--- src/rtl/blink_pkg.sv ---
// Shared types and defaults for the blink_meter input-side measurement block.
package blink_pkg;

  localparam int                     CLK_HZ      = 125000000;
  localparam int                     CNT_W_DEF   = 28;
  localparam logic [CNT_W_DEF-1:0]   TIMEOUT_DEF = 28'd250000000;

  typedef enum logic [1:0] {
    ST_IDLE = 2'd0,
    ST_HIGH = 2'd1,
    ST_LOW  = 2'd2
  } state_t;

endpackage

--- src/rtl/sig_cond.sv ---
// Input conditioning: synchronizer, optional glitch filter (BLINK_METER_FILTER_EN)
// and rise/fall detector on the conditioned level.
module sig_cond
  import blink_pkg::*;
#(
  parameter int SYNC_STAGES = 2,
  parameter int FILT_LEN    = 4
) (
  input  logic clk,
  input  logic rst_n_i,
  input  logic sig_i,
  output logic s_o,
  output logic rise_o,
  output logic fall_o
);

  logic [SYNC_STAGES-1:0] sync_q;
  logic                   cond;
  logic                   prev_q;

  always_ff @(posedge clk or negedge rst_n_i) begin
    if (!rst_n_i) begin
      sync_q <= '0;
    end else begin
      sync_q <= {sync_q[SYNC_STAGES-2:0], sig_i};
    end
  end

`ifdef BLINK_METER_FILTER_EN
  localparam int RUN_W = $clog2(FILT_LEN + 1);

  logic [RUN_W-1:0] run_q;
  logic             filt_q;

  // Output flips only once the synchronized level has disagreed for FILT_LEN samples in a row.
  always_ff @(posedge clk or negedge rst_n_i) begin
    if (!rst_n_i) begin
      run_q  <= '0;
      filt_q <= 1'b0;
    end else if (sync_q[SYNC_STAGES-1] == filt_q) begin
      run_q <= '0;
    end else if (run_q == RUN_W'(FILT_LEN - 1)) begin
      run_q  <= '0;
      filt_q <= sync_q[SYNC_STAGES-1];
    end else begin
      run_q <= run_q + RUN_W'(1);
    end
  end

  assign cond = filt_q;
`else
  assign cond = sync_q[SYNC_STAGES-1];
`endif

  always_ff @(posedge clk or negedge rst_n_i) begin
    if (!rst_n_i) begin
      prev_q <= 1'b0;
    end else begin
      prev_q <= cond;
    end
  end

  assign s_o    = cond;
  assign rise_o = cond & ~prev_q;
  assign fall_o = ~cond & prev_q;

endmodule

--- src/rtl/blink_meter.sv ---
// Measures high time and period of an asynchronous square wave in clk cycles.
// Optional glitch filter enabled by defining BLINK_METER_FILTER_EN.
module blink_meter
  import blink_pkg::*;
#(
  parameter int               CNT_W       = CNT_W_DEF,
  parameter logic [CNT_W-1:0] TIMEOUT     = CNT_W'(TIMEOUT_DEF),
  parameter int               SYNC_STAGES = 2,
  parameter int               FILT_LEN    = 4
) (
  input  logic             clk,
  input  logic             rst,
  input  logic             sig_in,
  output logic [CNT_W-1:0] high_o,
  output logic [CNT_W:0]   period_o,
  output logic             valid_o,
  output logic             timeout_o,
  output logic             ledB,
  output logic             ledR
);

  logic s, rise, fall;

  sig_cond #(
    .SYNC_STAGES (SYNC_STAGES),
    .FILT_LEN    (FILT_LEN)
  ) u_cond (
    .clk     (clk),
    .rst_n_i (rst),
    .sig_i   (sig_in),
    .s_o     (s),
    .rise_o  (rise),
    .fall_o  (fall)
  );

  state_t             state_q, state_d;
  logic [CNT_W-1:0]   cnt_q, cnt_d;
  logic [CNT_W-1:0]   high_len_q, high_len_d;
  logic [CNT_W-1:0]   high_q, high_d;
  logic [CNT_W:0]     period_q, period_d;
  logic               valid_q, valid_d;
  logic               timeout_q, timeout_d;
  logic               led_b_q;

  logic cnt_max, end_high, end_low;

  assign cnt_max  = (cnt_q == TIMEOUT);
  assign end_high = (state_q == ST_HIGH) && fall;
  assign end_low  = (state_q == ST_LOW) && rise;

  always_ff @(posedge clk or negedge rst) begin
    if (!rst) begin
      state_q <= ST_IDLE;
    end else begin
      state_q <= state_d;
    end
  end

  always_comb begin
    state_d = state_q;
    case (state_q)
      ST_IDLE: if (rise) state_d = ST_HIGH;
      ST_HIGH: begin
        if (fall)         state_d = ST_LOW;
        else if (cnt_max) state_d = ST_IDLE;
      end
      ST_LOW: begin
        if (rise)         state_d = ST_HIGH;
        else if (cnt_max) state_d = ST_IDLE;
      end
      default:            state_d = ST_IDLE;
    endcase
  end

  // An edge always wins over the timeout, so a phase of exactly TIMEOUT cycles is accepted.
  always_comb begin
    cnt_d      = cnt_q;
    high_len_d = high_len_q;
    high_d     = high_q;
    period_d   = period_q;
    valid_d    = 1'b0;
    timeout_d  = timeout_q;
    if (state_q == ST_IDLE) begin
      cnt_d = rise ? CNT_W'(1) : '0;
    end else if (end_high || end_low) begin
      cnt_d = CNT_W'(1);
      if (end_high) begin
        high_len_d = cnt_q;
      end else begin
        high_d    = high_len_q;
        period_d  = {1'b0, high_len_q} + {1'b0, cnt_q};
        valid_d   = 1'b1;
        timeout_d = 1'b0;
      end
    end else if (cnt_max) begin
      cnt_d     = '0;
      timeout_d = 1'b1;
    end else begin
      cnt_d = cnt_q + CNT_W'(1);
    end
  end

  always_ff @(posedge clk or negedge rst) begin
    if (!rst) begin
      cnt_q      <= '0;
      high_len_q <= '0;
      high_q     <= '0;
      period_q   <= '0;
      valid_q    <= 1'b0;
      timeout_q  <= 1'b0;
      led_b_q    <= 1'b0;
    end else begin
      cnt_q      <= cnt_d;
      high_len_q <= high_len_d;
      high_q     <= high_d;
      period_q   <= period_d;
      valid_q    <= valid_d;
      timeout_q  <= timeout_d;
      led_b_q    <= s;
    end
  end

  assign high_o    = high_q;
  assign period_o  = period_q;
  assign valid_o   = valid_q;
  assign timeout_o = timeout_q;
  assign ledB      = led_b_q;
  assign ledR      = timeout_q;

endmodule

--- config.mk ---
export PLATFORM = sky130hd
export DESIGN_NAME = blink_meter
export DESIGN_NICKNAME = d
export VERILOG_FILES = /design/src/rtl/blink_pkg.sv /design/src/rtl/sig_cond.sv /design/src/rtl/blink_meter.sv
export SDC_FILE = /design/constraint.sdc
export NUM_CORES = 1
export LEC_CHECK = 0
export ABC_CLOCK_PERIOD_IN_PS = 6100
export CORE_MARGIN = 4
export CORE_UTILIZATION = 64
export CTS_BUF_LIST = sky130_fd_sc_hd__clkbuf_8
export DETAILED_ROUTE_END_ITERATION = 8
export GPL_ROUTABILITY_DRIVEN = 0
export GPL_TIMING_DRIVEN = 0
export PLACE_DENSITY = 0.88
export SETUP_SLACK_MARGIN = 0.05
export SYNTH_ARGS = -nofsm -noshare
export SYNTH_HDL_FRONTEND = slang
export SYNTH_HIERARCHICAL = 1
export SYNTH_SLANG_ARGS = --single-unit
--- constraint.sdc ---
create_clock -name clk -period 6.1 [get_ports clk]
set_clock_uncertainty 0.15 [all_clocks]
set_input_delay 1.22 -clock clk [delete_from_list [all_inputs] [get_ports clk]]
set_output_delay 1.22 -clock clk [all_outputs]
set_load 0.01 [all_outputs]
==> results.ini, run 1 <==
[yosys]
seq_area_frac_synth_pct = 47.5
synth_edf_count = 0
ys_types = 62
synthCells = 671
ys_seq_elements = 121
synth-async-reset-ratio_pct = 100
syn-cell-area_um2 = 6370
ys.flop_type = dfrtp_1
syn-num-nets = 705
avgSynthCellArea_um2 = 9.49
yosysWarnings = 6

[pwr]
intPower_mw = 1.39
p_sw_share_pct = 27.5
seqPwrFrac_pct = 46.6
p_sw_uw = 528
combPwrFrac_pct = 15.0
p_clk_share_pct = 38.4
p_leak_nw = 3.71
powerDensity_nw_per_um2 = 253
peakVddDrop_mv = 0.163

[clocking]
cts_hold_buf = 0
cts_setup_buffers = 0
htreeDepth = 4
clock-sinks = 121
clk_pin_slew_ps = 70
cts_tree = yes
cts_resized = 0
numCtsBuffers = 17
root_buffer = clkbuf_8
cts.path.max_buffers = 2
insertion_delay_ps = 440

[sta]
max_freq_mhz = 331
final-setup-viol-count = 0
whs_ps = 204
fin_ws_ps = 3080
rsz0062_at_grt = false
slew_violations = 0
worst_pin_slew_ps = 710
post-route-period-util_pct = 49.5
setup_tns_ps = 0
finalHoldViolCount = 0
slew_headroom_pct = 52.7
layout_min_cycle_time_ps = 3020

[drt]
via_per_inst = 5.93
ant_nets = 0
via_count = 5333
drt_iter0_drc = 322
wl_per_cell_um = 17.0
dr.pass1.iters = 5
postRouteWirelength_um = 15300
drc_errors = 0

[setup_path]
cp_cell_sequence = ha_1 -> fa_1 -> a21o_1 -> a221oi_2 -> o21ai_2 -> a31oi_1 -> o41ai_2 -> xnor2_1 -> o21ai_1
crit_fanout = 6
crit_type = flip-flop to flip-flop
cpMaxStageDelayCell = dfrtp_1
worstPathArrival_ps = 3190
critPathMaxStageDelay_ps = 450
crit_path_end_kind = flip-flop
startpoint_type = flip-flop
cp.required_ps = 6270

[die]
die_h_um = 108
initial_core_util_pct = 65.5
num_rows = 36
core_um2 = 9730
die_w_um = 108
pin_count = 64
die-area_um2 = 11600

[place]
io_buffers = 63
post-place-ws_ps = 3160
dpl.hpwl_um = 10900

[global_route]
grt_antenna_before_repair = 0
use_met1_pct = 36.7
met2_usage_pct = 44.5
use_met3_pct = 6.18
grt_max_degree = 63
grt_overflow = 0
grt.total_usage_pct = 28.2
gr-max-usage-layer = met2
grt_pass1_wl_um = 25800
grt_pass1_vias = 5393

[job]
cap_violations = 0

[worst_hold_path]
hp-class = flip-flop to flip-flop

[cells_and_area]
layout-drive-gt1-share_pct = 11.7
num_antenna_cells = 0
final_util_pct = 78.2
areaGrowthSynthToFinish_pct = 19.4
nNetsFinal = 788

[run_status]
outcome = finished clean

==> final timing paths <==
check | slack (ps) | cells past startpoint | endpoint | start
max | 3080 | 9 | period_o[20]$_DFFE_PN0P_ | cnt_q[0]$_DFF_PN0_
min | 200 | 0 | u_cond/sync_q[1]$_DFF_PN0_ | u_cond/sync_q[0]$_DFF_PN0_
max reg2reg | 3080 | 9 | period_o[20]$_DFFE_PN0P_ | cnt_q[0]$_DFF_PN0_
min reg2reg | 200 | 0 | u_cond/sync_q[1]$_DFF_PN0_ | u_cond/sync_q[0]$_DFF_PN0_
max in group asynchronous | 4520 | 2 | high_o[23]$_DFFE_PN0P_ | rst
min in group asynchronous | 590 | 1 | period_o[6]$_DFFE_PN0P_ | rst
==> critical path: cells and delay by family, from the launching register on <==
kind	cells	cell delay, ps
AO/OA/AOI/OAI	6	1410
XOR/XNOR	1	180
adder cells (fa/ha/maj)	2	690
flip-flops	1	450
==> metal layers <==
layer  wire length (µm)  vias up
met5                  0        -
met4                550        0
li1                   -     2482
met3                924       52
met1               6450     2583
met2               7380      216
==> cells by family after synthesis <==
kind of cell,after synthesis,share of synthesized area [%]
adder cells (fa/ha/maj),31,6.21
AO/OA/AOI/OAI,122,11.9
multiplexers,26,4.56
AND/OR/NAND/NOR,282,20.5
XOR/XNOR,45,6.19
flip-flops,121,47.5
buffers and inverters,44,3.06
==> sequential cells by signal (all words and copies together) (netlist names) <==
signal,flops
period_o,29
cnt_q,28
high_len_q,28
high_o,28
state_q,2
u_cond/sync_q,2
ledB,1
ledR,1
u_cond/prev_q,1
valid_o,1
==> final cells by class <==
cell class                      instances  area, µm²
Multi-Input combinational cell        506       3150
Fill cell                             646       2120
Timing Repair Buffer                   64        659
Clock buffer                           23        317
Inverter                               12       45.0
Tap cell                              133        166
Buffer                                 32        150
Clock inverter                          9       95.1
Sequential cell                       121       3030
==> cells in the final DEF, fill, tap and decap left out, types with 3 or more instances in the layout <==
| cell type | count |
|---|---|
| nand2_1 | 149 |
| dfrtp_1 | 121 |
| clkdlybuf4s50_1 | 62 |
| nor2_1 | 51 |
| a21oi_1 | 35 |
| ha_1 | 30 |
| o21ai_0 | 29 |
| mux2_2 | 24 |
| xnor2_1 | 23 |
| clkbuf_8 | 23 |
| xor2_1 | 22 |
| a21o_1 | 22 |
| nand3_1 | 21 |
| nand4_1 | 17 |
| clkbuf_1 | 15 |
| inv_1 | 14 |
| nor3_1 | 9 |
| buf_2 | 9 |
| o21ai_1 | 9 |
| buf_4 | 5 |
| and3_1 | 5 |
| or3_1 | 5 |
| a31oi_1 | 5 |
| clkinv_2 | 4 |
| nand3_2 | 3 |
| buf_1 | 3 |
| o21bai_1 | 3 |
==> stage by stage <==
stage | cells | instance area, µm² | total power [mW]
final | 900 | 7610 | 1.92
after global routing | 900 | 7610 | 2.00
after CTS | 900 | 7610 | 1.92
after detailed placement | 868 | 7200 | 1.20
after global placement | 867 | 7170 | 1.18
after floorplan | 671 | 6370 | 1.06
==> power by group through the flow <==
| stage | Clock (mW) | Combinational, mW | Sequential (mW) |
|---|---|---|---|
| detailed placement | 0 | 0.285 | 0.910 |
| global placement | 0 | 0.277 | 0.907 |
| floorplan | 0 | 0.150 | 0.914 |
| CTS | 0.738 | 0.290 | 0.895 |
| finish | 0.737 | 0.289 | 0.896 |
| global route | 0.776 | 0.318 | 0.903 |
==> synthesized netlist by cell type (2+ instances only) <==
master	count	area, µm²
or3_1	5	31.3
mux2i_1	2	20.0
nor2_1	51	191
o211ai_1	2	15.0
clkbuf_1	15	56.3
o21bai_1	3	22.5
dfrtp_1	121	3030
nor4b_1	2	17.5
nand3_2	3	30.0
nand4_1	17	106
a21o_1	22	165
xnor2_1	23	201
a21oi_2	2	17.5
buf_4	5	37.5
nand3_1	21	105
o21ai_0	29	145
and2_1	2	12.5
xor2_1	22	193
buf_1	3	11.3
nand2_1	149	559
a21oi_1	35	175
nor3_4	2	32.5
buf_2	9	45.0
ha_1	30	375
and3_1	5	31.3
nor3_1	9	45.0
o21ai_1	9	45.0
a31oi_1	5	31.3
inv_1	12	45.0
mux2_2	24	270
Power figures use the tool's default switching activity.
==> run 2: changes to the inputs <==
- ABC_CLOCK_PERIOD_IN_PS: 6100 -> 2700
- CORE_UTILIZATION: 64 -> 54
- PLACE_DENSITY: 0.88 -> 0.79
- clock period: 6.1 -> 2.7 ns (I/O delays scaled with it)
==> run 2 against run 1 <==
  * Non-clock buffer count up 8
  * Global-route usage down 3.7 points
  * Sequential share of layout area down 1.7 points
  * Count of clock-buffer cells in the layout down 2
  * Combinational power up 140%
  * Fmax up 15%
  * Largest cell class unchanged
==> results.ini, run 2 (synthesized netlist as in run 1, its figures left out) <==
[job]
cap_violations = 0  ; unchanged

[die]
die_w_um = 117  ; +8.2%
die_h_um = 117  ; +8.2%
pin_count = 64  ; unchanged
core_um2 = 11500  ; +18%
num_rows = 39  ; +8.3%
initial_core_util_pct = 55.6  ; -9.9 points
die-area_um2 = 13600  ; +17%

[setup_path]
cp_cell_sequence = ha_4 -> fa_2 -> a21o_1 -> a221oi_4 -> o21ai_4 -> a31oi_4 -> o41ai_4 -> xnor2_1 -> o21ai_1
startpoint_type = flip-flop
critPathMaxStageDelay_ps = 420  ; -30 ps
crit_path_end_kind = flip-flop
cpMaxStageDelayCell = dfrtp_1
crit_type = flip-flop to flip-flop
cp.required_ps = 2870  ; -3400 ps
worstPathArrival_ps = 2790  ; -400 ps
crit_fanout = 3  ; -3

[global_route]
grt_pass1_vias = 5289  ; -1.9%
grt_pass1_wl_um = 25900  ; +0.29%
grt.total_usage_pct = 24.5  ; -3.7 points
grt_overflow = 0  ; unchanged
grt_antenna_before_repair = 0  ; unchanged
grt_max_degree = 72  ; +14%

[clocking]
htreeDepth = 4  ; unchanged
insertion_delay_ps = 450  ; about the same
cts_tree = yes
clk_pin_slew_ps = 70  ; about the same
clock-sinks = 121  ; unchanged
cts.path.max_buffers = 2  ; unchanged
root_buffer = clkbuf_8
numCtsBuffers = 17  ; unchanged

[cells_and_area]
areaGrowthSynthToFinish_pct = 24.9
fin_area_um2 = 7960  ; +4.6%
largest_register_ff_count = 29  ; unchanged
mostFrequentLayoutCells = nand2_1, dfrtp_1, clkdlybuf4s50_1
num_antenna_cells = 0  ; unchanged
final_common_cell = nand2_1
layout-drive-gt1-share_pct = 16.5  ; +4.8 points
nNetsFinal = 796  ; +1.0%

[sta]
layout_min_cycle_time_ps = 2620  ; -397 ps
finalHoldViolCount = 0  ; unchanged
slew_violations = 0  ; unchanged
max_freq_mhz = 381  ; +15%
slew_headroom_pct = 55.1  ; +2.4 points
setup_tns_ps = 0  ; unchanged
fin_ws_ps = 77.3  ; -3000 ps
post-route-period-util_pct = 97.1  ; +48 points
final-setup-viol-count = 0  ; unchanged
worst_pin_slew_ps = 673  ; -36.4 ps
rsz0062_at_grt = true

[pwr]
intPower_mw = 3.32  ; +140%
seqPwrFrac_pct = 44.8  ; -1.8 points
peakVddDrop_mv = 0.360  ; +120%
p_leak_nw = 3.78  ; +1.9%
p_clk_share_pct = 39.7  ; +1.3 points
p_sw_share_pct = 26.8  ; -0.64 points
powerDensity_nw_per_um2 = 569  ; +130%
p_sw_mw = 1.22  ; +130%
p_total_mw = 4.53  ; +140%
combPwrFrac_pct = 15.5  ; +0.5 points

[worst_hold_path]
hp-class = flip-flop to flip-flop

[place]
post-place-ws_ps = -316  ; -3480 ps
dpl.hpwl_um = 10700  ; -1.7%
io_buffers = 63  ; unchanged
place_area_um2 = 7210  ; +0.17%

[drt]
wl_per_cell_um = 17.1  ; +0.83%
dr.pass1.iters = 5  ; unchanged
drc_errors = 0  ; unchanged
postRouteWirelength_um = 15700  ; +2.8%
via_count = 5318  ; -0.28%
via_per_inst = 5.79  ; -2.2%
drt_iter0_drc = 413  ; +28%
ant_nets = 0  ; unchanged

[run_status]
outcome = finished clean

==> run 2: worst max-delay path: cells and delay by family (launching register included) <==
family | cells | cell delay (ps)
adders and majority gates | 2 | 560
AOI/OAI and AO/OA | 6 | 1120
DFF | 1 | 420
xor gates and xnor gates | 1 | 250
==> run 2: layout make-up <==
| type | instances | area [µm²] |
|---|---|---|
| Clock inverter | 11 | 151 |
| Fill cell | 822 | 3510 |
| Timing Repair Buffer | 72 | 726 |
| Clock buffer | 21 | 289 |
| Multi-Input combinational cell | 506 | 3380 |
| Tap cell | 143 | 179 |
| Buffer | 32 | 154 |
| Sequential cell | 121 | 3040 |
| Inverter | 12 | 45.0 |
==> run 2: stage by stage <==
step / util, % / cells / hold WS (ps)
after detailed placement: 62.9 / 878 / 190
final: 69.4 / 918 / 205
after global placement: 62.6 / 877 / 189
after floorplan: - / 671 / 94.4
after CTS: 68.0 / 915 / 207
after global routing: 69.4 / 918 / 220
==> run 2: power by group through the flow <==
stage               logic, mW  clock network [mW]  registers, mW
CTS                     0.684                1.82           2.02
detailed placement      0.653                   0           2.06
floorplan               0.338                   0           2.07
finish                  0.704                1.80           2.03
global route            0.786                1.90           2.04
global placement        0.633                   0           2.05
==> run 2: worst paths after layout <==
check | startpoint | endpoint | slack [ps] | cells after the start
min in group asynchronous | rst | cnt_q[7]$_DFF_PN0_ | 450 | 2
max | high_len_q[0]$_DFFE_PN0P_ | period_o[20]$_DFFE_PN0P_ | 80 | 9
max reg2reg | high_len_q[0]$_DFFE_PN0P_ | period_o[20]$_DFFE_PN0P_ | 80 | 9
max in group asynchronous | rst | high_o[24]$_DFFE_PN0P_ | 1240 | 3
min | u_cond/sync_q[0]$_DFF_PN0_ | u_cond/sync_q[1]$_DFF_PN0_ | 200 | 0
min reg2reg | u_cond/sync_q[0]$_DFF_PN0_ | u_cond/sync_q[1]$_DFF_PN0_ | 200 | 0
==> run 2: metal layers <==
metal | share of wire [%] | GRT usage (%)
met4 | 2.6 | 11.4
met1 | 43 | 32.3
met2 | 48 | 39.0
met3 | 5.7 | 5.08
met5 | 0 | 0
==> run 2: repair_timing <==
| action | 4_1_cts | 5_1_grt |
|---|---|---|
| hold buffers | 1 | 0 |
| buffers inserted | 4 | 3 |
| hold endpoints to repair | 50 | 0 |
| pin swaps | 5 | 12 |
| endpoints found under the setup margin | 24 | 44 |
| gates resized for setup | 19 | 26 |
==> run 3: changes to the inputs <==
- SETUP_SLACK_MARGIN: 0.05 -> 0.3
==> run 3 against run 2 <==
  * The flow now finishes with violations (negative setup slack)
  * Total power is 1.4% higher
  * Register-to-register slack worse by 100 ps
  * Global-route usage is 1.8 points higher
  * Non-clock buffer count is 57 higher
  * Die area stayed put
  * Clock power hardly changed
  * Count of clock-buffer cells in the layout is 3 higher
  * Worst setup slack worse by 100 ps
  * Fmax is 3.7% lower
  * Combinational power is 7.2% higher
  * Sequential power hardly changed
  * Wire length is 23% higher
==> results.ini, run 3 (synthesized netlist as in run 1, its figures left out) <==
[setup_path]
cp_cell_sequence = ha_4 -> fa_2 -> a21o_1 -> a221oi_4 -> o21ai_4 -> buf_4 -> a21oi_4 -> o21ai_2 -> xnor2_1 -> o21ai_1
r2r-start = high_len_q[0]$_DFFE_PN0P_
critPathMaxStageDelay_ps = 420  ; about the same
crit_type = flip-flop to flip-flop
crit_fanout = 3  ; unchanged
cp.required_ps = 2860  ; about the same
reg2reg_depth = 10  ; +1
cpMaxStageDelayCell = dfrtp_1
startpoint = high_len_q[0]$_DFFE_PN0P_
worstPathArrival_ps = 2890  ; +100 ps
startpoint_type = flip-flop
crit_path_end_kind = flip-flop

[drt]
drt_iter0_drc = 537  ; +30%
dr.pass1.iters = 6  ; +1
postRouteWirelength_um = 19300  ; +23%
via_per_inst = 5.99  ; +3.4%
met1_length_um = 7450  ; +9.3%
met2_length_um = 9430  ; +24%
via_count = 5838  ; +9.8%
dr.max_layer_used = met4
ant_nets = 0  ; unchanged
dr_wl_met3_um = 1330  ; +48%
drc_errors = 0  ; unchanged
wl_per_cell_um = 19.8  ; +15%

[sta]
max_freq_mhz = 367  ; -3.7%
whs_ps = 209  ; +4.02 ps
rsz0062_at_grt = true
slew_violations = 0  ; unchanged
worst_pin_slew_ps = 734  ; +60.7 ps
fin_ws_ps = -24.4  ; -102 ps
finalHoldViolCount = 0  ; unchanged
final-setup-viol-count = 2  ; +2
setup_tns_ps = -32.9  ; -32.9 ps
slew_headroom_pct = 51.1  ; -4.0 points
post-route-period-util_pct = 101  ; +3.8 points
layout_min_cycle_time_ps = 2720  ; +102 ps

[cells_and_area]
areaGrowthSynthToFinish_pct = 37.1
layout-drive-gt1-share_pct = 28.1  ; +12 points
final_common_cell = nand2_1
mostFrequentLayoutCells = nand2_1, dfrtp_1, buf_4
largest_register_ff_count = 29  ; unchanged
nNetsFinal = 853  ; +7.2%
num_antenna_cells = 0  ; unchanged
fin_area_um2 = 8730  ; +9.7%
n_fill_cell = 705  ; -14%

[worst_hold_path]
hp-class = flip-flop to flip-flop
worstHoldPathCells = 0  ; unchanged
hp-start = u_cond/sync_q[0]$_DFF_PN0_

[place]
place_area_um2 = 7220  ; +0.16%
io_buffers = 63  ; unchanged
dpl.hpwl_um = 10900  ; +2.2%
post-place-ws_ps = -101  ; +215 ps

[clocking]
root_buffer = clkbuf_8
numCtsBuffers = 17  ; unchanged
insertion_delay_ps = 460  ; about the same
clock-sinks = 121  ; unchanged
clk_pin_slew_ps = 70  ; about the same
cts_tree = yes
htreeDepth = 4  ; unchanged
cts.path.max_buffers = 2  ; unchanged

[die]
pin_count = 64  ; unchanged
die_w_um = 117  ; unchanged
die_h_um = 117  ; unchanged
num_rows = 39  ; unchanged
initial_core_util_pct = 55.6  ; unchanged
core_um2 = 11500  ; unchanged
die-area_um2 = 13600  ; unchanged

[run_status]
outcome = finished with violations
violations = negative setup slack

[global_route]
grt_pass1_vias = 5659  ; +7.0%
grt_antenna_before_repair = 0  ; unchanged
grt_overflow = 0  ; unchanged
grt_max_degree = 65  ; -9.7%
grt.total_usage_pct = 26.3  ; +1.8 points
grt_pass1_wl_um = 27800  ; +7.4%

[pwr]
p_total_mw = 4.60  ; +1.4%
p_sw_share_pct = 27.4  ; +0.56 points
p_sw_mw = 1.26  ; +3.5%
p_leak_nw = 4.12  ; +8.9%
seqPwrFrac_pct = 44.3  ; -0.5 points
peakVddDrop_mv = 0.600  ; +66%
p_clk_share_pct = 39.3  ; -0.4 points
powerDensity_nw_per_um2 = 527  ; -7.5%
intPower_mw = 3.34  ; +0.67%
combPwrFrac_pct = 16.4  ; +0.9 points

[job]
cap_violations = 0  ; unchanged

-- run 3: cell count changes in the layout (fill, tap and decap cells not counted), sizes merged --
cell / change
buf: +55
clkbuf: +5
inv: -2
bufinv: -1
-- run 3: power by group through the flow --
stage	logic, mW	registers [mW]	clock network [mW]
6_report	0.755	2.04	1.81
5_1_grt	0.832	2.06	1.91
4_1_cts	0.710	2.03	1.80
3_5_place_dp	0.654	2.05	0
3_3_place_gp	0.625	2.05	0
2_1_floorplan	0.341	2.07	0
-- run 3: what timing repair did --
action,CTS,global route
hold buffers,1,0
pin swaps,20,35
setup buffers,20,44
endpoints found under the hold margin,57,0
setup endpoints to repair,68,76
resized for setup,55,79
-- run 3: worst paths after layout --
check | endpoint | slack (ps)
max in group asynchronous | cnt_q[17]$_DFF_PN0_ | 1200
min reg2reg | u_cond/sync_q[1]$_DFF_PN0_ | 210
max | period_o[14]$_DFFE_PN0P_ | -20
min in group asynchronous | high_len_q[8]$_DFFE_PN0P_ | 470
min | u_cond/sync_q[1]$_DFF_PN0_ | 210
max reg2reg | period_o[14]$_DFFE_PN0P_ | -20
-- run 3: final cells by class --
cell class                 count  area [µm²]  share of cell area [%]
clock buffer                  24         330                    3.78
buffer                        32         209                    2.39
multi-input combinational    506        3630                    41.5
sequential                   121        3050                    34.9
tap                          143         179                    2.05
clock inverter                 8         114                    1.30
inverter                      12        45.0                   0.516
timing repair buffer         129        1180                    13.5
-- run 3: critical path, delay by kind of cell, from the launching register on --
| kind | cells | cell delay [ps] |
|---|---|---|
| adder cells (fa/ha/maj) | 2 | 530 |
| XOR/XNOR | 1 | 220 |
| flip-flops | 1 | 420 |
| buffers and inverters | 1 | 170 |
| AO/OA/AOI/OAI | 6 | 1080 |
-- run 3: metal layers --
metal,vias up,track usage [%]
li1,2609,-
met1,2842,32.6
met2,296,43.4
met3,91,5.80
met4,0,13.6
met5,-,0
-- run 3: metrics by stage --
step	util [%]	instances
floorplan	-	671
global placement	62.7	877
detailed placement	63.0	878
CTS	70.7	931
global route	76.2	975
finish	76.2	975
